===== config.mk =====
export PLATFORM = sky130hd
export DESIGN_NAME = cache_access_master
export DESIGN_NICKNAME = d
export VERILOG_FILES = /design/src/rtl/cache_access_master.sv
export SDC_FILE = /design/constraint.sdc
export NUM_CORES = 1
export LEC_CHECK = 0
export ABC_AREA = 0
export BUFFER_PORTS_ARGS = -buffer_cell sky130_fd_sc_hd__buf_2
export CAP_MARGIN = 15
export CORE_UTILIZATION = 46
export DETAILED_ROUTE_END_ITERATION = 10
export GPL_TIMING_DRIVEN = 1
export PLACE_DENSITY = 0.79
export SLEW_MARGIN = 20
export SYNTH_ARGS = -nofsm -noshare
export SYNTH_HDL_FRONTEND = slang
export SYNTH_SLANG_ARGS = --single-unit

===== constraint.sdc =====
create_clock -name clk -period 5.2 [get_ports clk]
set_clock_uncertainty 0.15 [all_clocks]
set_input_delay 0.52 -clock clk [delete_from_list [all_inputs] [get_ports clk]]
set_output_delay 0.52 -clock clk [all_outputs]
set_load 0.005 [all_outputs]

===== src/rtl/cache_access_master.sv =====
// cache_access_master: CPU-side requester that issues one load/store at a time to the cache port
module cache_access_master #(
    parameter int address_width = 10,
    parameter int WIDTH = 32,
    parameter int TIMEOUT_CYCLES = 64,
    parameter int CNT_WIDTH = 8
) (
    input  logic                     clk,
    input  logic                     reset,
    input  logic                     req_valid,
    output logic                     req_ready,
    input  logic                     req_write,
    input  logic [address_width-1:0] req_addr,
    input  logic [WIDTH-1:0]         req_wdata,
    output logic                     rsp_valid,
    input  logic                     rsp_ready,
    output logic                     rsp_write,
    output logic [WIDTH-1:0]         rsp_rdata,
    output logic                     rsp_timeout,
    output logic [CNT_WIDTH-1:0]     rsp_stall_cycles,
    output logic [address_width-1:0] WordAddress,
    output logic [WIDTH-1:0]         DataIn,
    output logic                     mem_read,
    output logic                     mem_write,
    input  logic                     stall,
    input  logic [WIDTH-1:0]         DataOut
);
    typedef enum logic [1:0] {IDLE, ISSUE, WAIT, RESP} stateType;
    localparam logic [CNT_WIDTH-1:0] timeoutCount = CNT_WIDTH'(TIMEOUT_CYCLES);
    stateType state;
    logic op;
    logic [CNT_WIDTH-1:0] stallCount;
    always_ff @(posedge clk) begin
        if (!reset) begin
            state <= IDLE;
            op <= 1'b0;
            stallCount <= '0;
            req_ready <= 1'b0;
            WordAddress <= '0;
            DataIn <= '0;
            mem_read <= 1'b0;
            mem_write <= 1'b0;
            rsp_valid <= 1'b0;
            rsp_write <= 1'b0;
            rsp_rdata <= '0;
            rsp_timeout <= 1'b0;
            rsp_stall_cycles <= '0;
        end else begin
            case (state)
                IDLE: begin
                    req_ready <= 1'b1;
                    if (req_valid && req_ready) begin
                        state <= ISSUE;
                        req_ready <= 1'b0;
                        op <= req_write;
                        WordAddress <= req_addr;
                        DataIn <= req_wdata;
                        stallCount <= '0;
                        mem_read <= !req_write;
                        mem_write <= req_write;
                    end
                end
                ISSUE: begin
                    mem_read <= 1'b0;
                    mem_write <= 1'b0;
                    state <= WAIT;
                end
                WAIT: begin
                    if (!stall) begin
                        state <= RESP;
                        rsp_valid <= 1'b1;
                        rsp_write <= op;
                        rsp_rdata <= op ? '0 : DataOut;
                        rsp_timeout <= 1'b0;
                        rsp_stall_cycles <= stallCount;
                    end else if (stallCount + 1'b1 == timeoutCount) begin
                        // abort: saturate the count and report no data
                        state <= RESP;
                        stallCount <= timeoutCount;
                        rsp_valid <= 1'b1;
                        rsp_write <= op;
                        rsp_rdata <= '0;
                        rsp_timeout <= 1'b1;
                        rsp_stall_cycles <= timeoutCount;
                    end else begin
                        stallCount <= stallCount + 1'b1;
                    end
                end
                RESP: begin
                    if (rsp_ready) begin
                        rsp_valid <= 1'b0;
                        req_ready <= 1'b1;
                        state <= IDLE;
                    end
                end
                default: state <= IDLE;
            endcase
        end
    end
endmodule


======== Word-level counts from Yosys, hierarchy flattened ========
Index checks and enable logic that the tools add are counted.
operators by class
  $add $sub $neg .......................... 1
  multipliers ............................. 0
  div/mod/pow operators ................... 0
  order comparisons ....................... 0
  equality and inequality tests ........... 9
  shift-type cells ........................ 0
  multiplexer cells ....................... 28
  bitwise logic cells ..................... 0
  reductions and logical operators ........ 14
operators with widths
  cell                 count
  $mux 32              3
  $mux 8               5
  $pmux 8 s2           1
  $mux 1               10
  $reduce_and 3->1     3
  $add 8x1->8 const B  1
  $eq 8x7->1 const B   1
  $mux 2               4
  $pmux 1 s2           4
  $pmux 2 s4           1
  $reduce_and 2->1     4
  $reduce_bool 2->1    4
  $ne 2x2->1 const B   3
  $eq 2x2->1 const B   2
  $ne 3x3->1 const B   1
  $eq 2x1->1 const B   1
  $logic_not 2->1      1
  $ne 2x1->1 const B   1
  $logic_and 1x1->1    1
  $logic_not 1->1      1
storage, ports and cells
  register bits after elaboration ......... 99
  bits in latches ......................... 0
  bits in writable memories ............... 0
  bits in read-only memories .............. 0
  input bits .............................. 80
  output and inout bits ................... 88
  word-level logic and storage cells ...... 65
  memories ................................ 0

======== Logic depth before layout (Yosys ltp) ========
Gate-level depths: netlist (run 1).
  depth after elaboration ................. 5
  mapped depth ............................ 9
  depth with buffers taken out ............ 8

======== Least setup slack after synthesis (run 1) ========
OpenSTA, ideal clock, no wires.
  path kind ............................... register to register
  start point ............................. register stallCount[0]
  end point ............................... register rsp_rdata[18]
  library setup time ...................... 117 ps
  arrival ................................. 1935 ps
  required time ........................... 4933 ps
  setup slack ............................. 2998 ps
  stages on the path, launching flop included .. 10
  buffers on the path ..................... 2
  period minus slack after synthesis ...... 2202 ps
  path through ............................ dfxtp_1 > ha_1 > nand3_1 > nor2_1 > xor2_1 > a41o_1 > a21oi_2 > buf_4 > buf_6 > a22o_1
on the way
  cells in the longest elaborated chain, start to end .. 4
ends and longest elaborated chain
  item                        RTL line  text
  from (decl)                 32        logic [CNT_WIDTH-1:0] stallCount;
  from (signal assigned)      79        stallCount <= timeoutCount;
  from (signal assigned)      86        stallCount <= stallCount + 1'b1;
  $add 8x1->8                 76        end else if (stallCount + 1'b1 == timeoutCount) begin
  $eq 8x7->1                  76
  $ne 2x1->1 (no line)        --
  $reduce_and 2->1 (no line)  --
  to (signal assigned)        73        rsp_rdata <= op ? '0 : DataOut;
  to (decl)                   18        output logic [WIDTH-1:0] rsp_rdata,
No other way between the ends.
A chain may end at the register's enable or synchronous reset.

======== Final worst setup path (run 1) ========
  start point ............................. register stallCount[0]
  end point ............................... register rsp_stall_cycles[6]
on the way
  cells in the longest elaborated chain, start to end .. 4
ends and longest elaborated chain
  item                        RTL line  text
  $add 8x1->8                 76
  $eq 8x7->1                  76
  $ne 2x1->1 (no line)        --
  $reduce_and 2->1 (no line)  --
  to (signal assigned)        75        rsp_stall_cycles <= stallCount;
  to (signal assigned)        84        rsp_stall_cycles <= timeoutCount;
  to (decl)                   20        output logic [CNT_WIDTH-1:0] rsp_stall_cycles,
No other way between the ends.

==> impl_metrics.tcl, run 1 <==
set metrics [dict create \
    syn_area_per_cell_um2 8.79 \
    clockBufferDepth 2 \
    fin_setup_tns_ps 0 \
    clock_latency_ps 350 \
    grt_max_degree 57 \
    cts_buffers 9 \
    rows 32 \
    synth_top_area_share_pct 54.3 \
    p_comb_share_pct 24.4 \
    routedWlPerCell_um 12.9 \
    first_iter_violations 124 \
    met2_usage_pct 35.2 \
    die_h_um 91.1 \
    ys_seq_area_share_pct 54.3 \
    root_buffer "clkbuf_8" \
    power_leakage_nw 2.20 \
    grt.overflow.total 0 \
    diodes 0 \
    ys_ff_latch 99 \
    hold_path.class "in2reg" \
    dp_cells 657 \
    cp.required_ps 5350 \
    status "complete, no violations" \
    intPower_mw 1.22 \
    gp_congestion 0.899 \
    grt-busiest-layer "met2" \
    p_total_mw 1.81 \
    p_per_area_nw_per_um2 384 \
    synth.largest_area_cell "dfxtp_1" \
    clockPowerShare_pct 26.2 \
    io_pins 168 \
    hold_viol 0 \
    grt.total_usage_pct 21.1 \
    numPortBuffers 167 \
    relSlewSlack_pct 31.2 \
    synth_nets 500 \
    via_count 3427 \
    grt_pass1_wl_um 14200 \
    crit_path_max_fanout 12 \
    initial_core_util_pct 47.5 \
    finalNonFillerCells 673 \
    fillers 691 \
    nNetsFinal 651 \
    setup_violations 0 \
    dp_hpwl_um 6030 \
    clk_pin_slew_worst_paths_ps 100 \
    area_delta_synth_final_pct 29.0 \
    start_kind "flip-flop" \
    min_from "DataOut[8]" \
    synthCells 415 \
    drc 0 \
    post_cts_resized 0 \
    drive_gt1_share_pct 33.5 \
    ys_warn_count 0 \
    r2r_start "stallCount[0]" \
    htree_levels 3 \
    fin_crit_ps 2530 \
    core_area_um2 7690 \
    critical_path_class "reg2reg" \
    die_area_um2 8290 \
    synthArstFlopShare_pct 0 \
    netlist_area_um2 3650 \
    synth_flop_cell "dfxtp_1" \
    drv_cap 0 \
    antenna_found_initial 0 \
    yosys-top-cells-count "113 x nand2_1, 99 x dfxtp_1, 54 x a21oi_1" \
    drt_first_pass_iters 5 \
    postRouteAntennaNets 0 \
    seq_power_share_pct 49.4 \
    wl_um 8710 \
    first_global_vias 3199 \
    netlist-cell-type-count 41 \
    ctsHoldBuffers 0 \
    fmax_mhz 395 \
    synth_enable_flop_cells 0 \
    vias_per_cell 5.09 \
    slew_viol_final 0 \
    finalCritPeriodShare_pct 48.6 \
    grt.met3_usage_pct 8.71 \
    end_kind "flip-flop" \
    die_w_um 91.1 \
    synth.area.top_cells "dfxtp_1 54%, nand2_1 12%, a21oi_1 7.4%, a22o_1 7.0%, clkbuf_1 2.1%" \
    critPathArrivalTime_ps 2680 \
    rsz0062_at_grt "no" \
    cp-startpoint "stallCount[0]" \
    ir_drop_mv 0.188 \
    cts_sinks 99 \
    worst_pin_slew_ps 1030 \
    synth.most_common_cell "nand2_1" \
    cts_tree "built" \
    switching_share_pct 32.4 \
    switchingPower_mw 0.586 \
    use_met1_pct 25.1 \
    cts_setup_buffers 0 \
]
==> final cells by class <==
type                       instances  area (um2)  area share [%]
sequential                        99        1980            42.1
multi-input combinational        281        1530            32.5
timing repair buffer             169         851            18.1
clock buffer                      10         138            2.92
tap                              102         128            2.71
clock inverter                     6        56.3            1.20
inverter                           6        22.5           0.478
==> worst max-delay path: stages, from the launching register on <==
cell and delay, ps:
dfxtp_1 480, ha_1 260, nand3_1 130, nor2_1 130, xor2_1 280, a41o_1 330, and2_1 470, o221a_2 260
==> through the flow <==
stage          utilization (%)  cell area (um2)  hold slack (ps)  worst slack, ps
6_report                  61.2             4710              212             2670
5_1_grt                   61.2             4710              186             2480
4_1_cts                   61.1             4700              201             2350
3_5_place_dp              58.6             4510              291             2360
3_3_place_gp              58.6             4510              285             2500
2_1_floorplan                -             3650              295             3000
==> power groups by stage <==
stage	Sequential [mW]	Combinational (mW)	Clock (mW)
after detailed placement	0.910	0.441	0
after global routing	0.906	0.495	0.520
after global placement	0.906	0.426	0
after CTS	0.894	0.443	0.488
after floorplan	0.914	0.272	0
final	0.893	0.441	0.474
==> final timing paths <==
path                          to  slack [ps]  cells past startpoint
max          rsp_stall_cycles[6]        2670                      7
min                 rsp_rdata[8]         210                      2
max reg2reg  rsp_stall_cycles[6]        2670                      7
min reg2reg  rsp_stall_cycles[5]         300                      2
==> flip-flops by register name, indices dropped and copies added (netlist names) <==
signal	cells
WordAddress	10
rsp_rdata	32
stallCount	8
req_ready	1
mem_read	1
rsp_valid	1
rsp_write	1
rsp_timeout	1
rsp_stall_cycles	8
DataIn	32
state	2
mem_write	1
op	1
==> cells in the final DEF (no fill, tap or decap), types with 5 or more instances in the layout <==
cell type	netlist	layout
inv_1	6	6
buf_2	3	167
clkbuf_8	0	10
o21ai_1	5	5
nand2_1	113	113
a21oi_1	54	54
mux2i_1	7	7
ha_1	5	5
a22o_1	29	29
nor2_1	16	16
o21ai_0	6	6
dfxtp_1	99	99
nand3_1	11	10
==> logic make-up (layout without fill, tap and decap cells) <==
logic type	after synthesis	after routing	share of synthesized area [%]
flops	99	99	54.3
mux	7	7	1.92
compound gates	106	106	18.7
simple gates	160	160	18.6
buf+inv	35	191	4.05
xor+xnor	3	3	0.720
fa+ha+maj	5	5	1.71
==> routing by layer <==
metal,share of wire [%],up-vias,wire length [um]
met5,0,-,0
met4,1.1,0,93
met3,9.3,9,808
met2,46,141,4000
met1,44,1566,3810
li1,-,1711,-
(Power assumes the default switching activity.)
==> run 2: changes to the inputs <==
- clock period: 5.2 -> 2.6 ns (I/O delays scaled with it)
==> impl_metrics.tcl, run 2 (synthesized netlist as in run 1, its figures left out) <==
set metrics [dict create \
    numPortBuffers 167 \
    r2r_slack_ps 170 \
    routedWlPerCell_um 15.0 \
    first_global_vias 3722 \
    p_comb_share_pct 26.8 \
    dpl_cell_area_um2 4570 \
    vias_per_cell 5.17 \
    crit_path_top_delay_cell "or3_1" \
    crit_buf_inv 1 \
    dp_hpwl_um 6390 \
    switching_share_pct 32.6 \
    hold_path.class "in2reg" \
    holdWs_ps 27.4 \
    seq_power_share_pct 46.0 \
    diodes 0 \
    cts_setup_buffers 0 \
    grt.overflow.total 0 \
    cts_sinks 99 \
    intPower_mw 2.63 \
    switchingPower_mw 1.27 \
    fillers 579 \
    slew_viol_final 0 \
    cts_tree "built" \
    start_kind "flip-flop" \
    ir_drop_mv 0.420 \
    initial_core_util_pct 47.5 \
    post-place-ws_ps -117 \
    clk_pin_slew_worst_paths_ps 100 \
    end_kind "flip-flop" \
    cp-startpoint "state[0]" \
    final_cell_mix "167 x buf_2, 113 x nand2_1, 99 x dfxtp_1" \
    postRouteAntennaNets 0 \
    hold_end "op" \
    drc 0 \
    wl_um 11300 \
    die_area_um2 8290 \
    core_area_um2 7690 \
    fmax_mhz 411 \
    power_leakage_nw 2.57 \
    min_from "req_write" \
    critical_path_class "reg2reg" \
    finalCritPeriodShare_pct 93.6 \
    worst_pin_slew_ps 1010 \
    drt_first_pass_iters 4 \
    rows 32 \
    first_iter_violations 194 \
    clockBufferDepth 2 \
    layout.cells.most_common "buf_2" \
    crit_path_max_incr_delay_ps 490 \
    crit_path_max_fanout 13 \
    hold_viol 0 \
    path_cells "inv_1 > ha_1 > nor2b_1 > or3_1 > or3_1 > a21oi_1" \
    r2r_start "state[0]" \
    antenna_found_initial 0 \
    root_buffer "clkbuf_8" \
    fin_crit_ps 2430 \
    holdPathStages 3 \
    drive_gt1_share_pct 30.5 \
    reg2regPathDepth 6 \
    relSlewSlack_pct 32.8 \
    cts_buffers 9 \
    stdcell_area_um2 5550 \
    p_per_area_nw_per_um2 702 \
    via_count 3901 \
    cp_top_family "simple AND/OR/NAND/NOR gates" \
    cpMostUsedCell "or3_1" \
    die_h_um 91.1 \
    cp.required_ps 2740 \
    drv_cap 0 \
    status "complete, no violations" \
    clockPowerShare_pct 27.1 \
    grt.total_usage_pct 26.9 \
    p_total_mw 3.90 \
    critPathArrivalTime_ps 2570 \
    grt_pass1_wl_um 17900 \
    setup_ws_ps 166 \
    die_w_um 91.1 \
    setup_violations 0 \
    reg2reg_to "stallCount[2]" \
    gp_congestion 0.907 \
    rsz0062_at_grt "no" \
    io_pins 168 \
    nNetsFinal 733 \
    grt_max_degree 56 \
    area_delta_synth_final_pct 52.1 \
    largestRegisters "DataIn: 32 flops, rsp_rdata: 32 flops, WordAddress: 10 flops" \
    clock_latency_ps 350 \
    htree_levels 3 \
]
## run 2: what timing repair did
item | 4_1_cts | 5_1_grt
pin swaps | 0 | 1
setup endpoints to repair | 29 | 13
hold endpoints to repair | 74 | 0
gates cloned | 0 | 1
gates resized for setup | 1 | 0
hold buffers | 74 | 0
## run 2: layout make-up
| cell class | count | area (um2) | share of cell area [%] |
|---|---|---|---|
| Sequential cell | 99 | 1980 | 35.7 |
| Clock buffer | 9 | 124 | 2.23 |
| Multi-Input combinational cell | 282 | 1540 | 27.8 |
| Timing Repair Buffer | 250 | 1660 | 29.9 |
| Tap cell | 102 | 128 | 2.30 |
| Clock inverter | 7 | 95.1 | 1.71 |
| Inverter | 6 | 22.5 | 0.406 |
## run 2: routing by layer
metal | up-vias | track usage (%) | wire length, um
li1 | 1878 | - | -
met1 | 1816 | 31.2 | 4500
met2 | 177 | 45.5 | 5560
met3 | 30 | 9.05 | 956
met4 | 0 | 10.8 | 324
met5 | - | 0 | 0
## run 2: worst max path at each step
stage / end / cells after the start
detailed placement: rsp_rdata[25] / 7
global placement: rsp_rdata[22] / 7
floorplan: rsp_rdata[18] / 9
CTS: rsp_rdata[20] / 7
global route: stallCount[7] / 6
finish: stallCount[2] / 6
## run 2: metrics by stage
stage / TNS [ps] / instances / util, %
floorplan: 0 / 415 / -
global placement: -956 / 664 / 59.5
detailed placement: -2850 / 664 / 59.5
CTS: 0 / 754 / 72.1
global route: 0 / 755 / 72.2
finish: 0 / 755 / 72.2
## run 2: worst min-delay path, stage by stage
cell and delay, ps:
buf_2 120, nand2_1 50, a21oi_1 50
## run 2: power by group through the flow
stage	Combinational, mW	Sequential [mW]	Clock [mW]
2_1_floorplan	0.544	1.83	0
3_3_place_gp	0.884	1.81	0
3_5_place_dp	0.914	1.82	0
4_1_cts	1.01	1.79	1.08
5_1_grt	1.15	1.82	1.15
6_report	1.05	1.79	1.06
==> run 3: changes to the inputs <==
- CELL_PAD_IN_SITES_DETAIL_PLACEMENT: default -> 2
- CELL_PAD_IN_SITES_GLOBAL_PLACEMENT: default -> 2
- CORE_UTILIZATION: 46 -> 25
- PLACE_DENSITY: 0.79 -> default
- PLACE_DENSITY_LB_ADDON: default -> 0.1
==> impl_metrics.tcl, run 3 (synthesized netlist as in run 1, its figures left out) <==
set metrics [dict create \
    reg2reg_to "rsp_rdata[21]" \
    diodes 0 \
    start_kind "flip-flop" \
    htree_levels 3 \
    nNetsFinal 729 \
    setup_violations 0 \
    cts_buffers 9 \
    stdcell_area_um2 5700 \
    slew_viol_final 0 \
    multi_input_area_um2 1530 \
    cts_sinks 99 \
    die_area_um2 15100 \
    finalCritPeriodShare_pct 92.5 \
    largestRegisters "DataIn: 32 flops, rsp_rdata: 32 flops, WordAddress: 10 flops" \
    finish.utilization_pct 40.6 \
    grt.overflow.total 0 \
    clockBufferDepth 2 \
    first_global_vias 4061 \
    ir_drop_mv 0.399 \
    crit_path_max_fanout 29 \
    gp_congestion 0.734 \
    via_count 3807 \
    fmax_mhz 416 \
    clock_latency_ps 350 \
    drt_first_pass_iters 4 \
    finalNonFillerCells 829 \
    holdPathStages 3 \
    hold_path.class "in2reg" \
    first_iter_violations 182 \
    numPortBuffers 167 \
    holdWs_ps 6.97 \
    core_area_um2 14000 \
    initial_core_util_pct 26.0 \
    rows 43 \
    wl_um 13300 \
    cp.required_ps 2690 \
    root_buffer "clkbuf_16" \
    vias_per_cell 4.59 \
    final_cell_mix "167 x buf_2, 113 x nand2_1, 98 x dfxtp_1" \
    p_per_area_nw_per_um2 749 \
    critPathArrivalTime_ps 2490 \
    routedWlPerCell_um 16.1 \
    regArea_um2 1980 \
    area_delta_synth_final_pct 56.2 \
    die_h_um 123 \
    power_leakage_nw 2.59 \
    hold_viol 0 \
    cts_tree "built" \
    grt_max_degree 57 \
    end_kind "flip-flop" \
    worst_pin_slew_ps 1060 \
    dp_cells 742 \
    drive_gt1_share_pct 31.0 \
    dp_hpwl_um 8540 \
    clk_pin_slew_worst_paths_ps 70 \
    reg2regPathDepth 8 \
    layout.cells.most_common "buf_2" \
    hold_end "rsp_rdata[29]" \
    dpl_cell_area_um2 4670 \
    drv_cap 0 \
    grt_pass1_wl_um 21000 \
    r2r_start "stallCount[1]" \
    min_from "DataOut[29]" \
    io_pins 168 \
    relSlewSlack_pct 29.3 \
    grt.total_usage_pct 18.2 \
    status "complete, no violations" \
    drc 0 \
    fin_crit_ps 2400 \
    r2r_slack_ps 200 \
    fillers 1573 \
    die_w_um 123 \
    p_total_mw 4.27 \
    antenna_found_initial 1 \
    postRouteAntennaNets 0 \
    critical_path_class "reg2reg" \
]
[run 3: final cells by class]
cell class / count / area share (%)
Sequential cell: 99 / 34.8
Timing Repair Buffer: 247 / 28.5
Multi-Input combinational cell: 281 / 26.9
Clock buffer: 9 / 3.95
Tap cell: 180 / 3.95
Clock inverter: 7 / 1.47
Inverter: 6 / 0.395
[run 3: worst max-delay path, cell delays in order, from the launching register on]
cell,delay [ps]
dfxtp_1,450
ha_1,260
nand3_1,130
nor2_1,190
xor2_2,220
a41o_1,280
a21oi_2,70
buf_4,260
a22o_1,270
[run 3: metrics by stage]
step / TNS, ps / worst slack (ps)
2_1_floorplan: 0 / 398
3_3_place_gp: 0 / 249
6_report: 0 / 195
5_1_grt: -20.8 / -9.06
4_1_cts: 0 / 132
3_5_place_dp: 0 / 155
[run 3: what timing repair did]
action	4_1_cts	5_1_grt
gates resized for setup	0	2
endpoints found under the hold margin	71	0
buffers inserted	0	0
setup endpoints to repair	0	29
hold buffers	71	0
[run 3: per-layer routing]
layer | vias to the layer above | GRT usage [%] | part of all wire, %
met4 | 2 | 4.42 | 0.88
met5 | - | 0 | 0.097
li1 | 1868 | - | -
met1 | 1806 | 21.3 | 43
met3 | 10 | 7.57 | 7.6
met2 | 121 | 30.5 | 48
[run 3: worst max-delay path by stage]
stage | endpoint | from
final | rsp_rdata[21] | stallCount[1]
after global routing | rsp_rdata[21] | stallCount[1]
after CTS | rsp_rdata[21] | stallCount[0]
after detailed placement | rsp_rdata[21] | stallCount[0]
after global placement | rsp_rdata[11] | stallCount[0]
after floorplan | rsp_rdata[18] | stallCount[0]
[run 3: report_power, final]
| part | leakage [nW] | internal, mW | switching, mW | total [mW] |
|---|---|---|---|---|
| sequential | 0.802 | 1.69 | 0.106 | 1.80 |
| clock | 0.148 | 0.762 | 0.644 | 1.41 |
| combinational | 1.64 | 0.470 | 0.594 | 1.06 |
